### src/rtl/pipe_hazard_ctrl.sv
// pipe_hazard_ctrl: forwarding, load-use stall, redirect flush and data-memory wait control for the 5-stage pipe.
// Optional HAZ_PERF_EN builds saturating stall/flush/wait performance counters.
module pipe_hazard_ctrl #(
  parameter int MEM_TIMEOUT  = 15,
  parameter int FLUSH_CYCLES = 1
) (
  input  logic        clk_i,
  input  logic        rst_i,
  input  logic [4:0]  id_rs_i,
  input  logic [4:0]  id_rt_i,
  input  logic        id_use_rs_i,
  input  logic        id_use_rt_i,
  input  logic [4:0]  exe_d_i,
  input  logic        exe_wreg_i,
  input  logic        exe_m2reg_i,
  input  logic [4:0]  mem_d_i,
  input  logic        mem_wreg_i,
  input  logic        mem_m2reg_i,
  input  logic [1:0]  pcsource_i,
  input  logic        mem_req_i,
  input  logic        mem_ack_i,
  output logic [1:0]  fwda_o,
  output logic [1:0]  fwdb_o,
  output logic        wpcir_o,
  output logic        id_bubble_o,
  output logic        if_flush_o,
  output logic        pipe_hold_o,
  output logic        mem_err_o,
  output logic [1:0]  state_o,
  output logic [31:0] stall_cnt_o,
  output logic [31:0] flush_cnt_o,
  output logic [31:0] wait_cnt_o
);
  typedef enum logic [1:0] {RUN = 2'b00, MWAIT = 2'b01, FLUSH = 2'b10} state_t;
  localparam logic [7:0] TO = 8'(MEM_TIMEOUT);
  localparam logic [2:0] FC = 3'(FLUSH_CYCLES);
  state_t state_q, state_d;
  logic [7:0] wcnt_q, wcnt_d;
  logic [2:0] fcnt_q, fcnt_d;
  logic err_q, err_d;
  logic lu, mwait, redirect;
  always_comb begin
    fwda_o = (id_use_rs_i && exe_wreg_i && exe_d_i == id_rs_i && exe_d_i != 5'd0) ? 2'b01 :
             (mem_wreg_i && mem_d_i == id_rs_i && mem_d_i != 5'd0) ? {1'b1, mem_m2reg_i} : 2'b00;
    fwdb_o = (id_use_rt_i && exe_wreg_i && exe_d_i == id_rt_i && exe_d_i != 5'd0) ? 2'b01 :
             (mem_wreg_i && mem_d_i == id_rt_i && mem_d_i != 5'd0) ? {1'b1, mem_m2reg_i} : 2'b00;
  end
  assign lu = exe_wreg_i && exe_m2reg_i && exe_d_i != 5'd0 &&
              ((id_use_rs_i && exe_d_i == id_rs_i) || (id_use_rt_i && exe_d_i == id_rt_i));
  assign mwait = mem_req_i && !mem_ack_i;
  assign redirect = pcsource_i != 2'b00;
  assign state_o = state_q;
  assign mem_err_o = err_q;
  // fcnt_q holds the flush cycles still owed, so it survives an MWAIT detour
  always_comb begin
    state_d = state_q;
    wcnt_d = wcnt_q;
    fcnt_d = fcnt_q;
    err_d = err_q;
    wpcir_o = 1'b1;
    id_bubble_o = 1'b0;
    if_flush_o = 1'b0;
    pipe_hold_o = 1'b0;
    if (state_q == MWAIT) begin
      pipe_hold_o = 1'b1;
      wpcir_o = 1'b0;
      if (mem_ack_i || wcnt_q == TO) begin
        state_d = fcnt_q != 3'd0 ? FLUSH : RUN;
        err_d = err_q | ~mem_ack_i;
      end else
        wcnt_d = wcnt_q + 8'd1;
    end else if (mwait) begin
      pipe_hold_o = 1'b1;
      wpcir_o = 1'b0;
      state_d = MWAIT;
      wcnt_d = 8'd1;
    end else if (state_q == FLUSH) begin
      if_flush_o = 1'b1;
      fcnt_d = redirect ? FC : fcnt_q - 3'd1;
      state_d = (!redirect && fcnt_q == 3'd1) ? RUN : FLUSH;
    end else if (lu) begin
      wpcir_o = 1'b0;
      id_bubble_o = 1'b1;
    end else if (redirect) begin
      if_flush_o = 1'b1;
      if (FLUSH_CYCLES > 0) begin
        state_d = FLUSH;
        fcnt_d = FC;
      end
    end
  end
  always_ff @(posedge clk_i) begin
    if (rst_i) begin
      state_q <= RUN;
      wcnt_q <= 8'd0;
      fcnt_q <= 3'd0;
      err_q <= 1'b0;
    end else begin
      state_q <= state_d;
      wcnt_q <= wcnt_d;
      fcnt_q <= fcnt_d;
      err_q <= err_d;
    end
  end
`ifdef HAZ_PERF_EN
  logic [31:0] sc_q, fc_q, wc_q;
  always_ff @(posedge clk_i) begin
    if (rst_i) begin
      sc_q <= 32'd0;
      fc_q <= 32'd0;
      wc_q <= 32'd0;
    end else begin
      if (id_bubble_o && sc_q != '1) sc_q <= sc_q + 32'd1;
      if (if_flush_o && fc_q != '1) fc_q <= fc_q + 32'd1;
      if (pipe_hold_o && wc_q != '1) wc_q <= wc_q + 32'd1;
    end
  end
  assign stall_cnt_o = sc_q;
  assign flush_cnt_o = fc_q;
  assign wait_cnt_o = wc_q;
`else
  assign stall_cnt_o = 32'd0;
  assign flush_cnt_o = 32'd0;
  assign wait_cnt_o = 32'd0;
`endif
endmodule
### config.mk
export PLATFORM = sky130hd
export DESIGN_NAME = pipe_hazard_ctrl
export DESIGN_NICKNAME = d
export VERILOG_FILES = /design/src/rtl/pipe_hazard_ctrl.sv
export SDC_FILE = /design/constraint.sdc
export NUM_CORES = 1
export LEC_CHECK = 0
export CAP_MARGIN = 20
export CORE_UTILIZATION = 35
export DETAILED_ROUTE_END_ITERATION = 10
export PLACE_DENSITY = 0.8
export SETUP_SLACK_MARGIN = 0.4
export SYNTH_ARGS = -nofsm -noshare
export SYNTH_HDL_FRONTEND = slang
export SYNTH_SLANG_ARGS = --single-unit
### constraint.sdc
create_clock -name clk_i -period 1.9 [get_ports clk_i]
set_clock_uncertainty 0.05 [all_clocks]
set_input_delay 0.285 -clock clk_i [delete_from_list [all_inputs] [get_ports clk_i]]
set_output_delay 0.285 -clock clk_i [all_outputs]
set_load 0.1 [all_outputs]
* Word level (Yosys, flattened, before mapping)
Index checks and enable logic that the tools add are counted.
Word-level totals: word-level logic and storage cells 88, register bits 14, output and inout bits 107
Cells by class: bitwise gates (word level) 4, eq/ne operators 12, muxes and demuxes 34, $add $sub $neg 2, reductions and logical operators 32
Operator list (number):
- 2-bit 2-to-1 mux | 12
- 8-bit 2-to-1 mux | 3
- 5-bit == test | 4
- 1-bit logical AND | 17
- 1-bit 2-to-1 mux | 15
- 3-bit 2-to-1 mux | 4
- 5-bit nonzero test | 2
- 8-bit by 1-bit adder with 8-bit output (second input constant) | 1
- 8-bit by 4-bit == test with 1-bit output (second input constant) | 1
- 2-bit nonzero test | 3
- 2-bit by 1-bit inequality test with 1-bit output (second input constant) | 2
- 4-bit by 1-bit inequality test with 1-bit output (second input constant) | 1
- 2-bit AND reduction | 2
- 4-bit AND reduction | 1
- 4-bit nonzero test | 1
- 3-bit by 1-bit == test with 1-bit output (second input constant) | 1
- 1-bit NOT | 3
- 3-bit AND reduction | 1
- 3-bit nonzero test | 1
- 3-bit by 1-bit subtractor with 3-bit output (second input constant) | 1
- 2-bit by 1-bit == test with 1-bit output (second input constant) | 1
- 2-bit == test (second input constant) | 1
- 1-bit zero test | 2
- 1-bit logical OR | 2
- other kinds (2) | 2

* Logic depth before layout (Yosys ltp)
Gate-level depths: netlist of the first run.
word-level depth 8, depth in mapped cells 8, depth with buffers taken out 7

* Worst setup path after synthesis of the first run
Ideal clock, no wire load.
kind register to output, from register state_q[1] (netlist: state_o[1]), to output id_bubble_o, data arrival time 4.369 ns, setup slack -2.804 ns, cell stages (with the launch flop) 6, cells stage by stage dfxtp_1 > inv_1 > ha_1 > a21oi_1 > inv_1 > nor3_1
Between the ends: longest elaborated chain between the ends 4, elaborated cells between the ends (all ways) 5, those cells by class eq/ne (2); mux (3)
Ends and longest elaborated chain:
- start: declaration | line 37 | state_t state_q, state_d;
- start signal: assignment | line 99 | state_q <= state_d;
- 2-bit == test | line 77 | end else if (state_q == FLUSH) begin
- 1-bit 2-to-1 mux | line 77
- 1-bit 2-to-1 mux | line 72 | end else if (mwait) begin
- 1-bit 2-to-1 mux (*) | line 64 | if (state_q == MWAIT) begin
- end: declaration | line 25 | output logic id_bubble_o,
Mark *: on every way between the ends. The rest lies on a longest branch, timed or not.

* Worst setup path in the final report of the first run
from input exe_d_i[1], to output if_flush_o
Between the ends: longest elaborated chain between the ends 8, elaborated cells between the ends (all ways) 12, those cells by class eq/ne (2); mux (4); reduce/logical (6)
Ends and longest elaborated chain:
- start: declaration | line 13 | input logic [4:0] exe_d_i,
- 5-bit == test | line 49 | ((id_use_rs_i && exe_d_i == id_rs_i) || (id_use_rt_i && exe_d_i == id_rt_i));
- 1-bit logical AND | line 49
- 1-bit logical OR | line 49
- 1-bit logical AND (*) | line 48 | assign lu = exe_wreg_i && exe_m2reg_i && exe_d_i != 5'd0 &&
- 1-bit 2-to-1 mux (*) | line 81 | end else if (lu) begin
- 1-bit 2-to-1 mux (*) | line 77
- 1-bit 2-to-1 mux (*) | line 72
- 1-bit 2-to-1 mux (*) | line 64
- end: declaration | line 26 | output logic if_flush_o,
Marks and branches as above.

==> results of run 1 <==
power by group:
group | total [mW] | internal [mW] | switching (mW)
Combinational | 1.32 | 0.236 | 1.09
Clock | 0.301 | 0.184 | 0.117
Sequential | 0.317 | 0.303 | 0.0140
Total | 1.94 | 0.723 | 1.22
worst max-delay path, delay by kind of cell:
kind	cells	cell delay (ns)
and+or+nand+nor	1	0.55
AOI/OAI and AO/OA	3	0.62
buffers and inverters	2	0.27
through the flow:
step / setup WS, ns / hold WS, ns / power [mW] / std cells / setup TNS (ns)
after floorplan: -0.822 / 0.435 / 1.51 / 336 / -1.53
after global placement: -0.513 / 0.419 / 1.54 / 377 / -4.55
after detailed placement: -0.537 / 0.425 / 1.55 / 377 / -4.88
after CTS: -0.208 / 0.465 / 1.88 / 392 / -0.941
after global routing: -0.228 / 0.533 / 2.00 / 401 / -1.30
final: -0.171 / 0.507 / 1.94 / 401 / -0.792
logic make-up (layout without fill, tap and decap cells):
| kind of cell | count (synthesis) | count (layout) | synth area share |
|---|---|---|---|
| xor gates and xnor gates | 25 | 25 | 0.115 |
| AOI/OAI and AO/OA | 29 | 29 | 0.129 |
| muxes | 3 | 3 | 0.0158 |
| adders and majority gates | 6 | 6 | 0.0394 |
| other | 1 | 96 | 0.00197 |
| DFF | 14 | 14 | 0.147 |
| buffers and inverters | 110 | 105 | 0.406 |
| and+or+nand+nor | 53 | 53 | 0.145 |
layer usage:
metal  share of wire  global-route usage
met1            0.36               0.167
met2            0.57               0.319
met3           0.051              0.0238
met4           0.022              0.0617
met5               0                   0
Yosys cell counts (all sizes together), types with 2 or more instances:
| cell | count | share of area |
|---|---|---|
| dfxtp | 14 | 0.15 |
| a21oi | 3 | 0.0079 |
| a211oi | 2 | 0.0079 |
| xnor2 | 13 | 0.060 |
| nand2 | 4 | 0.0079 |
| a311oi | 3 | 0.014 |
| o211ai | 2 | 0.013 |
| nor3 | 4 | 0.011 |
| buf | 96 | 0.38 |
| clkbuf | 4 | 0.0079 |
| a21o | 3 | 0.012 |
| nand3 | 8 | 0.021 |
| nor4 | 6 | 0.020 |
| nor2 | 19 | 0.041 |
| or2 | 2 | 0.0066 |
| o21a | 2 | 0.0079 |
| mux2i | 3 | 0.016 |
| inv | 10 | 0.020 |
| ha | 6 | 0.039 |
| xor2 | 12 | 0.055 |
| a31o | 2 | 0.0092 |
| nor2b | 2 | 0.0066 |
| o21ai | 4 | 0.011 |
| or4 | 3 | 0.014 |
cells in the final DEF, fill, tap and decap left out, types with 3 or more instances in the layout:
cell	count
clkbuf_8	4
dlygate4sd2_1	6
nand3_1	7
buf_6	21
dfxtp_1	9
nand2_1	4
dfxtp_2	3
xor2_2	4
nor4_4	3
xnor2_1	11
xor2_1	8
buf_4	33
inv_1	7
or4_4	3
buf_2	7
ha_1	4
nor2_1	14
conb_1	96
mux2i_1	3
clkdlybuf4s50_1	9
nor3_4	3
nor2_4	5
clkbuf_2	4
buf_12	8
state kept, by name, summed over array words and instances, names as in the netlist:
signal / cells
state_o: 2
wcnt_q: 8
mem_err_o: 1
fcnt_q: 3
layout make-up:
| type | instances | area [um2] |
|---|---|---|
| fill | 456 | 2220 |
| tap | 70 | 87.6 |
| multi-input combinational | 212 | 1580 |
| timing repair buffer | 91 | 883 |
| inverter | 10 | 47.5 |
| sequential | 14 | 292 |
| clock buffer | 4 | 55.1 |
repair_timing:
action	4_1_cts	5_1_grt
resized for setup	100	39
pin swaps	32	22
endpoints found under the setup margin	21	22
buffers inserted	11	9
final timing paths:
check	to	slack, ns	depth (start not counted)
min	mem_err_o	0.51	2
max	if_flush_o	-0.17	6
min reg2reg	mem_err_o	0.51	2
max reg2reg	wcnt_q[6]	0.03	10
==> impl_results.md, run 1 <==
- Detail Route Antenna Nets: 0
- Kind of critical path: in -> out
- Crit-path cells: buf_6, or4_4, o211ai_2, a21o_1, a31o_2, buf_12
- Run status: finished, violations left
- Die Footprint: 5740 um2
- Required @ worst endpoint: 1.56 ns
- FF-to-FF Start: state_o[1]
- Critical path peak fanout: 4
- Worst-skew pair later-pin latency: 0.25 ns
- CORE AREA: 5170 um2
- Total gr overflow: 0
- Die Ht: 75.8 um
- Crit path from: exe_d_i[1]
- CTS Hold Buffers Added: 0
- Final setup fails: 7
- CTS tree: done
- Initial antenna violation count: 0
- Routability Congestion: 0.828
- Achievable frequency: 483 MHz
- Hold Startpoint: mem_err_o
- Setup ws final: -0.171 ns
- Number of global-route vias before repair: 1520
- Slowest CP cell: or4_4
- Worst vdd ir: 403 uV
- Max incr delay on CP: 0.55 ns
- Post-route cell area: 2950 um2
- Root Driver: clkbuf_8
- Ys async rst share: 0
- CP Capture Type: output pin
- Gr usage total: 0.161
- Routed WL per cell: 12.5 um
- Ys flop type: dfxtp_1
- Netlist cell types: 40
- CTS max path bufs: 2
- Power density over the cells: 659 nW/um2
- Mean area per synthesized cell: 7.90 um2
- Failing checks: setup timing
- Final Cycle Share: 1.09
- Slew Limit Fails: 0
- Number of port buffers: 42
- Via density per instance: 4.22
- Final min period: 2.07 ns
- Nets: 370
- Initial Utilization: 0.368
- Leak pwr: 1.31 nW
- Synthesized area: 1900 um2
- Residual DRC: 0
- Dpl cell area: 2440 um2
- DR iter-0 viols: 27
- Num CTS Buffers: 3
- Largest net degree at the start of global routing: 9
- RSZ-0062 raised after global routing: true
- Synth warn: 0
- Sequential area share after synthesis: 0.147
- Drt total wl: 5010 um
- Flops & latches, synth: 14
- Die width: 75.8 um
- Max-Cap Viols: 0
- Final HPWL DP: 3460 um
- Finished Core Util: 0.570
- CP Launch Type: input pin
- Number of diodes: 0
- Clock transition at path regs: 0.06 ns
- # IOs: 139
- Layout area overhead: 54.8%
- Via Count: 1693
- Number of enable flip-flop cells after synthesis: 0
- Htree depth: 1
- Drt pass-1 iters: 4
- Synthesized instance count: 241
- Layout cells sized above 1: 0.429
- Rows: 26
- First-pass GRT wire length: 6960 um
- Hold WC Path Type: reg -> reg
- Worst EP arrival: 1.74 ns
- TritonCTS Sinks: 14
- Final Hold Viols: 0
(Power assumes the default switching activity.)
==> run 2, diff against run 1 <==
--- a/config.mk
+++ b/config.mk
@@ -6,9 +6,11 @@
 export NUM_CORES = 1
 export LEC_CHECK = 0
 export CAP_MARGIN = 20
+export CORE_ASPECT_RATIO = 0.9
 export CORE_UTILIZATION = 35
 export DETAILED_ROUTE_END_ITERATION = 10
 export PLACE_DENSITY = 0.8
+export RECOVER_POWER = 50
 export SETUP_SLACK_MARGIN = 0.4
 export SYNTH_ARGS = -nofsm -noshare
 export SYNTH_HDL_FRONTEND = slang
==> run 2 against run 1 <==
  * The flow still finishes with violations (setup timing)
  * Largest cell class unchanged
  * Non-clock buffer count increased by 2
  * Clock-buffer cell count unchanged
  * Final area decreased by 1.5%
==> impl_results.md, run 2 (synthesized netlist as in run 1, its figures left out) <==
- TritonCTS Sinks: 14 (unchanged)
- Via density per instance: 4.24 (was 4.22)
- Required @ worst endpoint: 1.56 ns (about the same)
- Num CTS Buffers: 3 (unchanged)
- Setup ws final: -0.207 ns (was -0.171 ns)
- Routability Congestion: 0.870 (was 0.828)
- Number of fill cells in the layout: 450 (was 456)
- Commonest non-fill, non-tap cell in the layout: conb_1 (unchanged)
- Drt total wl: 5240 um (was 5010 um)
- Switch Pwr: 1.22 mW (about the same)
- Die Ht: 72.0 um (was 75.8 um)
- Slew at the pin closest to its max-slew limit: 0.551 ns
- Gr usage total: 0.173 (was 0.161)
- Logic pwr share: 0.675 (was 0.682)
- Final Hold Viols: 0 (unchanged)
- First-pass GRT wire length: 7580 um (was 6960 um)
- Number of flip-flops in the largest register: 8 (unchanged)
- Via Count: 1695 (was 1693)
- DR iter-0 viols: 55 (was 27)
- Run status: finished, violations left (unchanged)
- Routed WL per cell: 13.1 um (was 12.5 um)
- Critical path peak fanout: 4 (unchanged)
- Kind of critical path: in -> out (unchanged)
- Largest Register: wcnt_q (unchanged)
- Residual DRC: 0 (unchanged)
- Worst-skew pair later-pin latency: 0.27 ns (was 0.25 ns)
- Largest net degree at the start of global routing: 10 (was 9)
- Final setup TNS: -1.27 ns (was -0.792 ns)
- Slew Limit Fails: 0 (unchanged)
- Total gr overflow: 0 (unchanged)
- FF-to-FF Start: wcnt_q[5] (was state_o[1])
- Final min period: 2.11 ns (was 2.07 ns)
- Hold WC Path Type: reg -> reg (unchanged)
- Worst slew margin: 0.634
- CORE AREA: 5260 um2 (was 5170 um2)
- Achievable frequency: 475 MHz (was 483 MHz)
- Worst vdd ir: 677 uV (was 403 uV)
- CP Launch Type: input pin (unchanged)
- Worst reg2reg path depth: 5 (was 10)
- Max incr delay on CP: 0.29 ns (was 0.55 ns)
- Most frequent cells in the layout: conb_1, buf_4, buf_6, nor2_1, xnor2_1 (unchanged)
- Leak pwr: 1.31 nW (about the same)
- Post-route cell area: 2900 um2 (was 2950 um2)
- Initial Utilization: 0.362 (was 0.368)
- Rows: 25 (was 26)
- CTS tree: done (unchanged)
- Final HPWL DP: 3340 um (was 3460 um)
- Detail Route Antenna Nets: 0 (unchanged)
- Number of global-route vias before repair: 1573 (was 1520)
- Finished Core Util: 0.553 (was 0.570)
- CP Capture Type: output pin (unchanged)
- RSZ-0062 raised after global routing: true (unchanged)
- Layout area overhead: 52.5% (was 54.8%)
- Seq pwr share: 0.162 (was 0.163)
- Power density over the cells: 666 nW/um2 (was 659 nW/um2)
- CTS max path bufs: 2 (unchanged)
- Drt pass-1 iters: 4 (unchanged)
- FF-to-FF End: state_o[1] (was wcnt_q[6])
- Number of diodes: 0 (unchanged)
- Initial antenna violation count: 0 (unchanged)
- Dpl cell area: 2450 um2 (was 2440 um2)
- Power share of the clock group: 0.163 (was 0.155)
- Slowest CP cell: nor4_2 (was or4_4)
- Number of port buffers: 42 (unchanged)
- Sw Ratio: 0.633 (was 0.628)
- Final Cycle Share: 1.11 (was 1.09)
- Failing checks: setup timing (unchanged)
- Root Driver: clkbuf_8 (unchanged)
- Max-Cap Viols: 0 (unchanged)
- Die Footprint: 5740 um2 (about the same)
- Hold EP: wcnt_q[6] (was mem_err_o)
- Crit-path cells: buf_8, buf_6, xor2_2, nor4_2, nand3_1, a21o_4, a31o_4, buf_12 (was buf_6, or4_4, o211ai_2, a21o_1, a31o_2, buf_12)
- Clock transition at path regs: 0.06 ns (about the same)
- Final setup fails: 12 (was 7)
- Htree depth: 1 (unchanged)
- Internal power: 0.710 mW (was 0.723 mW)
- Layout cells sized above 1: 0.405 (was 0.429)
- CTS Hold Buffers Added: 0 (unchanged)
- Die width: 79.8 um (was 75.8 um)
- Worst EP arrival: 1.77 ns (was 1.74 ns)
- Hold Startpoint: wcnt_q[6] (was mem_err_o)
- Hold slack: 0.479 ns (was 0.507 ns)
- Nets: 372 (was 370)
- FF-to-FF setup slack: -0.08 ns (was 0.03 ns)
- Hold path cells: 2 (unchanged)
- # IOs: 139 (unchanged)
run 2: routing by layer:
metal  share of wire  global-route usage  routed length (um)
met2            0.55               0.337                2890
met3           0.037              0.0126                 195
met4           0.033              0.0833                 171
met1            0.38               0.187                1980
met5               0                   0                   0
run 2: how the worst max path moves through the flow:
stage | from | to | slack [ns] | depth (start not counted)
2_1_floorplan | state_o[1] | id_bubble_o | -0.82 | 5
3_3_place_gp | exe_d_i[0] | if_flush_o | -0.50 | 6
3_5_place_dp | id_rs_i[0] | if_flush_o | -0.55 | 7
4_1_cts | exe_d_i[1] | if_flush_o | -0.23 | 8
5_1_grt | exe_d_i[0] | if_flush_o | -0.26 | 8
6_report | exe_d_i[0] | if_flush_o | -0.21 | 8
run 2: worst max-delay path, delay by kind of cell:
family	cells	cell delay (ns)
AOI/OAI and AO/OA	2	0.49
and+or+nand+nor	2	0.44
buffers and inverters	3	0.37
xor gates and xnor gates	1	0.17
run 2: what timing repair did:
action                                  4_1_cts  5_1_grt
endpoints found under the setup margin       21       22
resized for setup                            94       26
pin swaps                                    25       23
buffers inserted                             13        7
run 2: power by group through the flow:
stage	clock network [mW]	registers [mW]	logic (mW)
floorplan	0	0.341	1.16
global placement	0	0.318	1.22
detailed placement	0	0.318	1.23
CTS	0.306	0.313	1.27
global route	0.333	0.314	1.35
finish	0.316	0.313	1.31
run 2: cell type report:
| type | instances | area, um2 | share of cell area |
|---|---|---|---|
| Multi-Input combinational cell | 212 | 1530 | 0.526 |
| Clock buffer | 4 | 55.1 | 0.0190 |
| Tap cell | 67 | 83.8 | 0.0289 |
| Inverter | 10 | 47.5 | 0.0164 |
| Sequential cell | 14 | 292 | 0.100 |
| Timing Repair Buffer | 93 | 897 | 0.309 |
run 2: through the flow:
| step | total power [mW] | instances | setup WS, ns |
|---|---|---|---|
| 2_1_floorplan | 1.51 | 336 | -0.822 |
| 3_3_place_gp | 1.54 | 376 | -0.504 |
| 3_5_place_dp | 1.55 | 376 | -0.547 |
| 4_1_cts | 1.88 | 393 | -0.234 |
| 5_1_grt | 1.99 | 400 | -0.259 |
| 6_report | 1.93 | 400 | -0.207 |
==> run 3, diff against run 2 <==
--- a/config.mk
+++ b/config.mk
@@ -5,6 +5,7 @@
 export SDC_FILE = /design/constraint.sdc
 export NUM_CORES = 1
 export LEC_CHECK = 0
+export ABC_CLOCK_PERIOD_IN_PS = 1900
 export CAP_MARGIN = 20
 export CORE_ASPECT_RATIO = 0.9
 export CORE_UTILIZATION = 35
==> results of run 3 <==
Same layout as run 2: the final DEF is identical, and so are final timing and power.
